<file path="src/rtl/vlsu_rbuf.sv">
// vlsu_rbuf: credit-controlled read-return buffer for the vector load/store unit.
//
// An AR burst is forwarded to memory only when enough FIFO entries are reserved
// for every beat it returns. Memory therefore never sees R backpressure caused
// by load-unit stalls. Bursts longer than the FIFO take all credits and record
// the excess as debt. The first pops repay that debt before any credit returns.
//
// Ports
//   clk_i, rst_ni                       clock, async active-low reset
//   slv_ar_i/valid_i/ready_o            AR from the address generator
//   mst_ar_o/valid_o/ready_i            AR to memory (payload passes through)
//   mst_r_i/valid_i/ready_o             R beats from memory
//   slv_r_o/valid_o/ready_i             R beats to the load unit (FIFO head)
//   credits_o                           free, unreserved FIFO entries
//   overflow_o                          sticky: a beat arrived while the FIFO was full

package vlsu_rbuf_pkg;

    typedef struct packed {
        logic [3:0]  id;
        logic [31:0] addr;
        logic [7:0]  len;
    } ar_t;

    typedef struct packed {
        logic [3:0]  id;
        logic [63:0] data;
        logic        last;
    } r_t;

endpackage

module vlsu_rbuf #(
    parameter int unsigned Depth = 8,
    parameter type axi_ar_t = vlsu_rbuf_pkg::ar_t,
    parameter type axi_r_t  = vlsu_rbuf_pkg::r_t,
    localparam int unsigned CntW = $clog2(Depth + 1)
) (
    input  logic            clk_i,
    input  logic            rst_ni,

    input  axi_ar_t         slv_ar_i,
    input  logic            slv_ar_valid_i,
    output logic            slv_ar_ready_o,

    output axi_ar_t         mst_ar_o,
    output logic            mst_ar_valid_o,
    input  logic            mst_ar_ready_i,

    input  axi_r_t          mst_r_i,
    input  logic            mst_r_valid_i,
    output logic            mst_r_ready_o,

    output axi_r_t          slv_r_o,
    output logic            slv_r_valid_o,
    input  logic            slv_r_ready_i,

    output logic [CntW-1:0] credits_o,
    output logic            overflow_o
);

    localparam int unsigned AddrW = $clog2(Depth);
    localparam int unsigned PtrW  = AddrW + 1;
    localparam int unsigned DebtW = 9;

    logic [CntW-1:0]  credits_q, credits_d;
    logic [DebtW-1:0] debt_q, debt_d;
    logic [DebtW-1:0] beats;
    logic             oversize;
    logic             allow;
    logic             ar_hs;

    logic [PtrW-1:0]  wr_ptr_q, rd_ptr_q;
    logic             full, empty;
    logic             push, pop;
    logic             overflow_q;

    axi_r_t           mem [Depth];

    // ------------------------------------------------------------------
    // AR admission: combinational, gated by reserved FIFO space
    // ------------------------------------------------------------------
    assign beats    = DebtW'(slv_ar_i.len) + DebtW'(1);
    assign oversize = 32'(beats) > Depth;

    // Oversize bursts need the whole FIFO free and no debt left over.
    always_comb begin
        allow = 1'b0;
        if (debt_q == '0) begin
            if (oversize) begin
                allow = (32'(credits_q) == Depth);
            end else begin
                allow = (32'(credits_q) >= 32'(beats));
            end
        end
    end

    assign mst_ar_o       = slv_ar_i;
    assign mst_ar_valid_o = slv_ar_valid_i & allow;
    assign slv_ar_ready_o = mst_ar_ready_i & allow;
    assign ar_hs          = slv_ar_valid_i & mst_ar_ready_i & allow;

    // ------------------------------------------------------------------
    // Credit / debt bookkeeping
    // ------------------------------------------------------------------
    // A handshake needs debt == 0, so an AR and a debt-repaying pop never
    // coincide; a pop in the same cycle as an AR always returns a credit.
    always_comb begin
        credits_d = credits_q;
        debt_d    = debt_q;

        if (ar_hs) begin
            if (oversize) begin
                credits_d = '0;
                debt_d    = beats - DebtW'(Depth);
            end else begin
                credits_d = credits_q - CntW'(beats);
            end
        end

        if (pop) begin
            if (debt_q != '0) begin
                debt_d = debt_q - DebtW'(1);
            end else begin
                credits_d = credits_d + CntW'(1);
            end
        end
    end

    always_ff @(posedge clk_i or negedge rst_ni) begin
        if (!rst_ni) begin
            credits_q <= CntW'(Depth);
            debt_q    <= '0;
        end else begin
            credits_q <= credits_d;
            debt_q    <= debt_d;
        end
    end

    assign credits_o = credits_q;

    // ------------------------------------------------------------------
    // R FIFO: circular buffer, one extra pointer bit distinguishes full/empty
    // ------------------------------------------------------------------
    assign full  = (wr_ptr_q[PtrW-1] != rd_ptr_q[PtrW-1]) &&
                   (wr_ptr_q[AddrW-1:0] == rd_ptr_q[AddrW-1:0]);
    assign empty = (wr_ptr_q == rd_ptr_q);

    assign mst_r_ready_o = !full;
    assign slv_r_valid_o = !empty;
    assign slv_r_o       = mem[rd_ptr_q[AddrW-1:0]];

    assign push = mst_r_valid_i & !full;
    assign pop  = !empty & slv_r_ready_i;

    always_ff @(posedge clk_i or negedge rst_ni) begin
        if (!rst_ni) begin
            wr_ptr_q <= '0;
            rd_ptr_q <= '0;
        end else begin
            if (push) begin
                wr_ptr_q <= wr_ptr_q + PtrW'(1);
            end
            if (pop) begin
                rd_ptr_q <= rd_ptr_q + PtrW'(1);
            end
        end
    end

    // Storage carries no reset; occupancy is defined by the pointers alone.
    always_ff @(posedge clk_i) begin
        if (push) begin
            mem[wr_ptr_q[AddrW-1:0]] <= mst_r_i;
        end
    end

    // Sticky protocol-violation flag; the offending beat is dropped.
    always_ff @(posedge clk_i or negedge rst_ni) begin
        if (!rst_ni) begin
            overflow_q <= 1'b0;
        end else if (mst_r_valid_i && full) begin
            overflow_q <= 1'b1;
        end
    end

    assign overflow_o = overflow_q;

endmodule

</file>
<file path="config.mk">
export PLATFORM = sky130hd
export DESIGN_NAME = vlsu_rbuf
export DESIGN_NICKNAME = d
export VERILOG_FILES = /design/src/rtl/vlsu_rbuf.sv
export SDC_FILE = /design/constraint.sdc
export NUM_CORES = 1
export LEC_CHECK = 0
export BUFFER_PORTS_ARGS = -buffer_cell sky130_fd_sc_hd__buf_2
export CELL_PAD_IN_SITES_DETAIL_PLACEMENT = 1
export CELL_PAD_IN_SITES_GLOBAL_PLACEMENT = 1
export CORE_UTILIZATION = 55
export DETAILED_ROUTE_END_ITERATION = 6
export HOLD_SLACK_MARGIN = 0.05
export PLACE_DENSITY_LB_ADDON = 0.1
export REMOVE_ABC_BUFFERS = 1
export SETUP_SLACK_MARGIN = 0.05
export SLEW_MARGIN = 5
export SYNTH_ARGS = -nofsm -noshare
export SYNTH_HDL_FRONTEND = slang
export SYNTH_SLANG_ARGS = --single-unit
</file>
<file path="constraint.sdc">
create_clock -name clk_i -period 12.6 [get_ports clk_i]
set_input_delay 1.26 -clock clk_i [delete_from_list [all_inputs] [get_ports clk_i]]
set_output_delay 1.26 -clock clk_i [all_outputs]
set_load 0.005 [all_outputs]
</file>
=== After elaboration in Yosys (flattened, before gate mapping) ===
Memories as Yosys holds them, arrays and structs flattened.
Cells that the tools add are included.

* Muxes and demuxes: 12
* Reductions and logical operators: 6
* Order comparisons: 2
* Add/subtract/negate cells: 7
* Bitwise logic cells: 6
* Equal/unequal tests: 4

{| class="wikitable"
|+ Operators with widths
! kind !! number
|-
| $mux 9 || 4
|-
| $mux 4 || 4
|-
| $add 4x1->4 const B || 3
|-
| $add 8x1->9 const B || 1
|-
| $ge 4x9->1 || 1
|-
| $gt 9x4->1 const B || 1
|-
| $logic_not 9->1 || 1
|-
| $reduce_bool 9->1 || 1
|-
| $sub 9x1->9 const B || 1
|-
| $sub 9x4->9 const B || 1
|-
| $and 1x1->1 || 6
|-
| $eq 4x4->1 || 1
|-
| $eq 4x4->1 const B || 1
|-
| $mux 1 || 4
|-
| $sub 4x4->4 || 1
|-
| $eq 3x3->1 || 1
|-
| $logic_and 1x1->1 || 2
|-
| $logic_not 1->1 || 2
|-
| $ne 1x1->1 || 1
|}

* Bits in registers: 22
* RAM bits: 552
* Memories kept: 1
* Output and inout port bits: 122
* Logic and storage cells: 43
* Input port bits: 119

{| class="wikitable"
|+ Memories
! memory !! words !! bits a word !! rd ports !! clocked after memory_dff !! wr ports !! RTL line !! text
|-
| mem || 8 || 69 || 1 || 0 || 1 || 78 || <nowiki>axi_r_t mem [Depth];</nowiki>
|}

=== Depth between registers and ports, before layout ===
Gate-level depths: netlist of run 1.

* Depth in word-level cells: 9
* Mapped depth: 10
* Mapped depth without buffers: 10

=== Least setup slack after synthesis of run 1 ===
Ideal clock, no wire load.

* Path kind: input to register
* Start: input mst_r_valid_i
* End: memory mem[0][0] (netlist name) (enable)
* Data required time: 12.019 ns
* Setup time: 0.581 ns
* Arrival: 6.363 ns
* Setup slack: 5.656 ns
* Stages on the path: 4
* Buffers on the path: 1
* Cell sequence: and2_1 -> clkbuf_1 -> nand2b_1 -> nor3_1

* Cells in the longest elaborated chain, start to end: 3

{| class="wikitable"
|+ RTL lines
! element !! RTL line !! text
|-
| from (decl) || 51 || <nowiki>input logic mst_r_valid_i,</nowiki>
|-
| $and 1x1->1 || 153 || <nowiki>assign push = mst_r_valid_i & !full;</nowiki>
|-
| $mux 1 || 172 || <nowiki>if (push) begin</nowiki>
|-
| $mux 1 (not written as such) || 173 || <nowiki>mem[wr_ptr_q[AddrW-1:0]] <= mst_r_i;</nowiki>
|-
| to (decl) || 78 ||
|}

Every way passes these cells.

==> results of run 1 <==
report_power, final:
group	leakage (nW)	switching, mW	internal (mW)
clock network	0.870	0.671	0.925
logic	2.37	0.795	0.810
registers	5.26	0.143	2.42
final cells by class:
type / instances / area (µm²)
inverters: 12 / 45.0
flip-flops and latches: 574 / 17100
fillers: 3362 / 15100
repair buffers: 182 / 958
clock inverters: 23 / 163
clock buffers: 81 / 1610
diodes: 1 / 2.50
multi-input cells: 376 / 5110
well taps: 532 / 666
registers in the layout, indices dropped and copies added (netlist names):
name        count
debt_q          9
wr_ptr_q        4
credits_o       4
rd_ptr_q        4
mem           552
overflow_o      1
through the flow:
step           worst slack, ns  utilization [%]  area [µm²]  power [mW]
2_1_floorplan             1.15                -       22200        3.81
3_3_place_gp              7.90             58.6       23900        4.22
3_5_place_dp              7.83             58.6       23900        4.25
4_1_cts                   7.49             62.9       25700        5.86
5_1_grt                   7.38             62.9       25700        6.02
6_report                  7.57             62.9       25700        5.76
per-layer routing:
| metal | vias to the layer above | wire (µm) | global-route usage, % |
|---|---|---|---|
| met5 | - | 39 | 0.238 |
| met4 | 6 | 628 | 4.81 |
| met3 | 60 | 2630 | 5.94 |
| met2 | 247 | 22900 | 36.4 |
| met1 | 5581 | 20600 | 31.8 |
| li1 | 4597 | - | - |
cell usage in the layout, fill, tap and decap left out, types with 3 or more instances in the layout:
master,Yosys,routed
clkbuf_16,0,60
buf_4,44,13
o21ai_0,6,6
nand3_1,8,8
clkinv_1,0,11
mux4_2,138,138
xor2_1,8,8
clkinv_2,0,9
nor4_1,3,3
dfrtp_1,21,18
nand2b_1,4,4
and2_1,4,4
inv_1,12,12
a21oi_1,10,10
nand2_1,19,19
clkbuf_8,0,3
dfrtp_4,0,3
nor3_1,6,4
edfxtp_1,552,552
nor3_2,1,3
o21bai_1,3,3
clkbuf_1,33,18
nor2_4,0,6
a211oi_1,3,3
and3_1,6,6
mux2_2,70,70
buf_2,0,168
nor2_1,20,14
ha_1,8,8
xnor2_1,17,17
worst paths after layout:
check / start / end / slack [ns] / depth (start not counted)
worst max-delay path: rd_ptr_q[1] / slv_r_o[29] / 7.57 / 5
worst min-delay path: rd_ptr_q[3] / rd_ptr_q[3] / 0.49 / 1
worst max register to register: rd_ptr_q[2] / mem[1][42] / 8.75 / 7
worst min register to register: rd_ptr_q[3] / rd_ptr_q[3] / 0.49 / 1
max in group asynchronous: rst_ni / rd_ptr_q[2] / 11.55 / 1
min in group asynchronous: rst_ni / credits_o[1] / 0.64 / 1
cell families after synthesis:
kind of cell,count (synthesis),synth area share (%)
AO/OA/AOI/OAI,37,1.11
AND/OR/NAND/NOR,93,2.29
XOR/XNOR,26,1.03
adder cells (fa/ha/maj),10,0.572
buffers and inverters,103,2.43
flip-flops,574,75.3
multiplexers,210,17.2
critical path: cells and delay by family (launching register included):
| family | cells | cell delay [ns] |
|---|---|---|
| multiplexers | 2 | 0.71 |
| buffers and inverters | 3 | 1.79 |
| flip-flops | 1 | 0.57 |
==> reports/qor.txt, run 1 <==
outcome: finished clean
Overflow after GRT: 0
ys flop type: edfxtp_1
fmax: 199 MHz
CP Max Fanout: 66
vias in the first global route: 11.2k
I/O pins: 241
Worst Path Class, Setup: reg2out
largest net degree at the start of global routing: 117
unrepaired setup endpoints after global routing: no
top cell type's share of synthesized area: 72.9%
chip width: 205 µm
share of cells above drive strength 1: 39.3%
global-route wire length before repair: 69.7 mm
clk sinks: 574
Final Net Count: 1331
Routed WL per cell: 26.3 µm
Initial Util: 55.7%
Layout Area Growth over Synthesis: 13.0%
post-CTS setup buffer count: 0
max-slew violations: 0
CTS Buf Count: 57
Worst slew margin: 29.7%
leakage: 8.50 nW
crit-path most repeated cell: buf_4
Synth area leaders: edfxtp_1 (73%), mux4_2 (14%), mux2_2 (3.5%)
H-tree Lvls: 2
die area: 42200 µm²
clk buf depth: 3
HP Class: reg2reg
max-cap violation count: 0
max incr delay on CP: 0.84 ns
setup TNS: 0 ns
Worst-Skew Late Latency: 0.59 ns
core region area: 40800 µm²
Post-DRT Antenna Nets: 0
final hold viol count: 0
CP startpoint kind: flip-flop
Max VDD drop: 0.169 mV
Worst-path clk slew: 0.06 ns
hold-fix buffers at CTS: 0
Cell variety after synth: 60
Clock Skew: 0.0160 ns
hpwl dp: 26.0 mm
DRT Wirelength: 46.8 mm
cell count after placement: 1676
post-synthesis sequential area ratio: 75.3%
Iter 0 DRT Violations: 634
Post-synth EDFFs: 552
post-route insts no fill: 1781
DRC viols: 0
Std-Cell Rows: 74
CP Data Arrival Time: 3.77 ns
GRT Total Usage: 22.7%
#FFs+latches synth: 574
drt pass-1 iters: 4
Cells after Synth: 1053
Setup-failing EPs final: 0
yosys synthesis warning count: 0
chip height: 205 µm
FFs w/ async S/R, synth: 3.83%
port bufs: 168
vias per std cell: 5.89
Syn Area/Cell: 21.6 µm²
Final GP Congestion: 0.804
slowest stage cell, crit path: buf_4
Root Buffer: clkbuf_16
Req. time, crit path: 11.34 ns
Final period util: 39.9%
CP cell instances: buf_4, buf_4, mux4_2, mux2_2, buf_2
post-CTS sizing: 0
synth cell count leaders: edfxtp_1 (552), mux4_2 (138), mux2_2 (70)
most frequent cell after synthesis: edfxtp_1
Yosys top cell by area: edfxtp_1
Mapped Area: 22700 µm²
initial antenna violation count: 4
crit path time final: 5.03 ns
WHS: 0.490 ns
vias: 10.5k
crit path capture type: output pin
Worst-Margin Slew: 1.05 ns
pwr/cell area: 224 nW/µm²
CTS tree: yes
No activity file was read; power rests on OpenSTA's default activity.
==> run 2: changes to the inputs <==
Settings changed: CORE_UTILIZATION 55 to 51.
Clock period 12.6 ns to 4.7 ns, I/O delays scaled along.
==> run 2 against run 1 <==
- the run now ends with design-rule violations left
- routed wire length increased by 2.2%
- clock power increased to 2.8 times the previous value
- via count increased by 1.1%
- non-clock buffer count increased by 6
- sequential power increased to 2.6 times the previous value
==> reports/qor.txt, run 2 (synthesis results as in run 1) <==
outcome: finished with violations
failing checks: design-rule violations
CP cell instances: inv_1, ha_1, nand2b_1, a211oi_1, nor4_1, a22oi_1, nor2_1, a21oi_1, nor2_1, and2_1, buf_2
GR met3 Demand/Resource: 6.13%
hold-fix buffers at CTS: 1
Final GP Congestion: 0.802
GRT Total Usage: 21.6%
clk sinks: 574
Final Net Count: 1339
commonest non-fill, non-tap cell in the layout: edfxtp_1
Clk pwr share: 28.5%
Initial Util: 51.5%
Routed WL per cell: 25.8 µm
final hold viol count: 0
post-CTS sizing: 0
vias: 10.6k
crit path capture type: output pin
CP Data Arrival Time: 3.03 ns
pwr/cell area: 605 nW/µm²
CTS Buf Count: 59
unrepaired setup endpoints after global routing: no
Setup-failing EPs final: 0
crit path time final: 3.50 ns
cell count after placement: 1741
setup TNS: 0 ns
Worst-Skew Late Latency: 0.60 ns
chip height: 213 µm
max reg flops: 552
Root Buffer: clkbuf_16
Sw Share: 28.0%
CP startpoint kind: flip-flop
net switching power: 4.41 mW
Worst Path Class, Setup: reg2out
Tot Pwr: 15.7 mW
Worst-path clk slew: 0.06 ns
max-slew violations: 0
Setup WS post-layout: 1.20 ns
Logic pwr share: 28.5%
Max VDD drop: 0.489 mV
Std-Cell Rows: 77
vias per std cell: 5.73
Req. time, crit path: 4.23 ns
hpwl dp: 26.5 mm
Post-DRT Antenna Nets: 0
Pint: 11.3 mW
initial antenna violation count: 8
max incr delay on CP: 0.45 ns
slowest stage cell, crit path: a22oi_1
CTS tree: yes
chip width: 213 µm
met1 usage: 29.2%
# fillers: 3822
final core occ: 58.9%
I/O pins: 241
Worst slew margin: 37.1%
vias in the first global route: 11.4k
fmax: 285 MHz
M2 GR Usage: 35.0%
Cell Area, Placed: 24100 µm²
Worst-Margin Slew: 0.943 ns
clk buf depth: 3
DRC viols: 4
share of cells above drive strength 1: 39.6%
Final period util: 74.5%
CP Max Fanout: 6
Clock Skew: 0.0113 ns
largest net degree at the start of global routing: 142
Overflow after GRT: 0
crit-path most repeated cell: nor2_1
DRT Wirelength: 47.8 mm
post-route insts no fill: 1853
drt pass-1 iters: 7
global-route wire length before repair: 71.4 mm
most frequent cells in the layout: edfxtp_1 (552), buf_2 (168), mux4_2 (138)
design area: 26000 µm²
max-cap violation count: 0
core region area: 44100 µm²
layer with the highest usage: met2
post-CTS setup buffer count: 0
leakage: 8.58 nW
H-tree Lvls: 2
die area: 45400 µm²
pre-CTS setup slack: 1.46 ns
WHS: 0.134 ns
Iter 0 DRT Violations: 669
Layout Area Growth over Synthesis: 14.3%
port bufs: 168
sequential power share: 43.0%
HP Class: in2reg
==> run 2: cell types whose count changed in the layout (fill, tap and decap cells not counted), moves of 3 or more <==
cell,change
buf_12,+6
clkinvlp_4,+3
bufinv_16,+3
clkinv_1,+11
clkbuf_1,-9
clkbuf_8,-3
==> run 2: cell type report <==
type                    instances  area (µm²)  area share (%)
multi-input cells             376        5110            19.7
flip-flops and latches        574       17100            66.0
inverters                      12        45.0           0.173
diodes                          2        5.00          0.0193
repair buffers                188        1080            4.16
clock inverters                39         300            1.16
clock buffers                  70        1560            6.00
well taps                     592         741            2.85
==> run 2: metal layers <==
metal	up-vias	wire length, µm
met1	5621	20600
met3	75	2860
met2	263	23400
li1	4642	-
met5	-	64
met4	10	836
==> run 2: power groups by stage <==
stage,Combinational [mW],Clock (mW),Sequential [mW]
CTS,4.63,4.59,6.78
floorplan,2.83,0,7.27
global route,4.87,4.75,6.84
finish,4.48,4.48,6.77
global placement,4.57,0,6.83
detailed placement,4.60,0,6.88
==> run 2: worst paths after layout <==
check                             start             end  slack, ns  cells after the start
min in group asynchronous        rst_ni    credits_o[0]       0.38                      2
setup reg to reg              debt_q[1]       debt_q[7]       1.63                     10
hold reg to reg              overflow_o      overflow_o       0.49                      1
max in group asynchronous        rst_ni     rd_ptr_q[1]       3.90                      2
setup / recovery           credits_o[0]  slv_ar_ready_o       1.20                     11
hold / removal              mst_r_i[68]      mem[1][68]       0.13                      1
==> run 2: critical path: cells and delay by family (launching register included) <==
family	cells	cell delay (ns)
compound gates	3	0.90
buf+inv	2	0.18
fa+ha+maj	1	0.32
flops	1	0.44
simple gates	5	0.60
==> run 3: changes to the inputs <==
Settings changed: ABC_AREA set to 1, CORE_UTILIZATION 51 to 48.
Clock period 4.7 ns to 3.64 ns, I/O delays scaled along.
==> run 3 against run 2 <==
- critical path depth is 4 lower
- synthesized area is 2.3% higher
- sequential power up 30%
- critical path type unchanged
- design area is 4.5% higher
- the flow now finishes without violations
- utilization decreased by 2.0 points
- critical endpoint is now slv_r_o[31]
- clock skew down 0.00058 ns
==> reports/qor.txt, run 3 <==
outcome: finished clean
DRC viols: 0
max reg flops: 552
vias: 15.2k
die area: 49300 µm²
Final period util: 92.0%
Sw Share: 35.9%
initial antenna violation count: 5
Initial Util: 48.7%
Cell variety after synth: 36
final hold viol count: 0
max-slew violations: 0
Final Net Count: 2188
drt pass-1 iters: 4
layer with the highest usage: met2
Synth area leaders: edfxtp_1 (71%), nor2_1 (8.2%), o21ai_0 (6.1%)
Cells after Synth: 1877
net switching power: 7.85 mW
CTS Buf Count: 59
H-tree Lvls: 2
leakage: 9.42 nW
CP Data Arrival Time: 2.99 ns
Setup-failing EPs final: 0
most frequent cell after synthesis: edfxtp_1
chip width: 222 µm
Worst-path clk slew: 0.06 ns
unrepaired setup endpoints after global routing: no
Worst-Skew Late Latency: 0.62 ns
Tot Pwr: 21.8 mW
clk sinks: 574
largest net degree at the start of global routing: 140
#FFs+latches synth: 574
Syn Area/Cell: 12.4 µm²
crit path capture type: output pin
R2R depth: 8
Routed WL per cell: 22.0 µm
Setup WS post-layout: 0.290 ns
Max VDD drop: 0.581 mV
Layout Area Growth over Synthesis: 16.8%
Req. time, crit path: 3.28 ns
core region area: 47700 µm²
hpwl dp: 32.8 mm
Worst-Margin Slew: 0.710 ns
post-synthesis sequential area ratio: 73.6%
CP Max Fanout: 79
sequential power share: 40.2%
vias per std cell: 5.59
GRT Total Usage: 24.4%
Post-DRT Antenna Nets: 0
ys flop type: edfxtp_1
Worst slew margin: 52.7%
clk buf depth: 3
vias in the first global route: 16.1k
most frequent cells in the layout: edfxtp_1 (552), nor2_1 (501), o21ai_0 (282)
Mapped Area: 23300 µm²
top cell type's share of synthesized area: 71.3%
Yosys top cell by area: edfxtp_1
max-cap violation count: 0
Logic pwr share: 33.8%
DRT Wirelength: 59.8 mm
CP startpoint kind: flip-flop
pre-CTS setup slack: 0.741 ns
port bufs: 168
Overflow after GRT: 0
HP Class: in2reg
fmax: 299 MHz
Final GP Congestion: 0.783
WHS: 0.139 ns
commonest non-fill, non-tap cell in the layout: edfxtp_1
hold-critical path depth: 4
design area: 27200 µm²
FFs w/ async S/R, synth: 3.83%
CTS tree: yes
Iter 0 DRT Violations: 1008
Cell Area, Placed: 24600 µm²
I/O pins: 241
crit path time final: 3.35 ns
Clk pwr share: 25.9%
global-route wire length before repair: 92.6 mm
final core occ: 56.9%
M2 GR Usage: 40.6%
share of cells above drive strength 1: 14.6%
Std-Cell Rows: 80
Root Buffer: clkbuf_16
pwr/cell area: 804 nW/µm²
Worst Path Class, Setup: reg2out
chip height: 222 µm
GR met3 Demand/Resource: 4.57%
Post-synth EDFFs: 552
synth cell count leaders: edfxtp_1 (552), nor2_1 (509), o21ai_0 (282)
yosys synthesis warning count: 0
Pint: 14.0 mW
met1 usage: 32.7%
Clock Skew: 0.0107 ns
==> run 3: cell count changes after synthesis, sizes merged, moves of 16 or more <==
cell and delta:
a31oi +69, clkbuf +55, inv +40, mux2 -70
mux4 -138, nand2 +63, nor2 +494, o21ai +285
o22ai +67, xnor2 -16
==> run 3: final timing paths <==
check,end,startpoint,slack [ns]
max,slv_r_o[31],rd_ptr_q[0],0.29
min,debt_q[0],slv_ar_i[0],0.14
max reg2reg,mem[1][64],rd_ptr_q[0],0.85
min reg2reg,rd_ptr_q[3],rd_ptr_q[3],0.49
max in group asynchronous,rd_ptr_q[0],rst_ni,2.97
min in group asynchronous,debt_q[0],rst_ni,0.26
==> run 3: repair_timing <==
item                                   CTS  global route
setup endpoints to repair                0             1
endpoints found under the hold margin  575             0
buffers inserted                         0             0
hold buffers                            72             0
gates resized for setup                  0             1
==> run 3: worst max-delay path: stages, from the launching register on <==
cell and delay [ns]:
dfrtp_4 0.67, inv_8 0.40, buf_4 0.41, nor2_1 0.08, o22ai_1 0.19, nor2_1 0.06
a31oi_1 0.28, buf_2 0.18
==> run 3: final cells by class <==
type / instances / area (µm²)
fill: 4792 / 20600
timing repair buffer: 274 / 2000
inverter: 52 / 208
tap: 615 / 769
clock inverter: 30 / 246
clock buffer: 77 / 1540
sequential: 574 / 17100
multi-input combinational: 1099 / 5250
antenna: 2 / 5.00
==> run 3: power groups by stage <==
stage	combinational, mW	clock, mW	sequential [mW]
floorplan	3.84	0	9.17
CTS	7.48	5.78	8.79
finish	7.38	5.66	8.78
global route	8.17	6.00	8.88
detailed placement	7.37	0	8.92
global placement	7.17	0	8.87
==> run 3: logic make-up after synthesis <==
| logic type | Yosys count | synth area share, % |
|---|---|---|
| xor+xnor | 20 | 0.785 |
| simple gates | 632 | 10.8 |
| fa+ha+maj | 9 | 0.516 |
| flops | 574 | 73.6 |
| buf+inv | 204 | 4.06 |
| compound gates | 438 | 10.2 |
==> run 3: per-layer routing <==
metal | part of all wire [%] | wire, µm
met2 | 49 | 29300
met1 | 45 | 26700
met3 | 4.5 | 2670
met5 | 0.064 | 38
met4 | 1.9 | 1160
==> run 3: metrics by stage <==
stage	TNS, ns	cells
2_1_floorplan	-3123.96	1725
3_3_place_gp	0	2542
3_5_place_dp	0	2542
4_1_cts	0	2721
5_1_grt	0	2723
6_report	0	2723
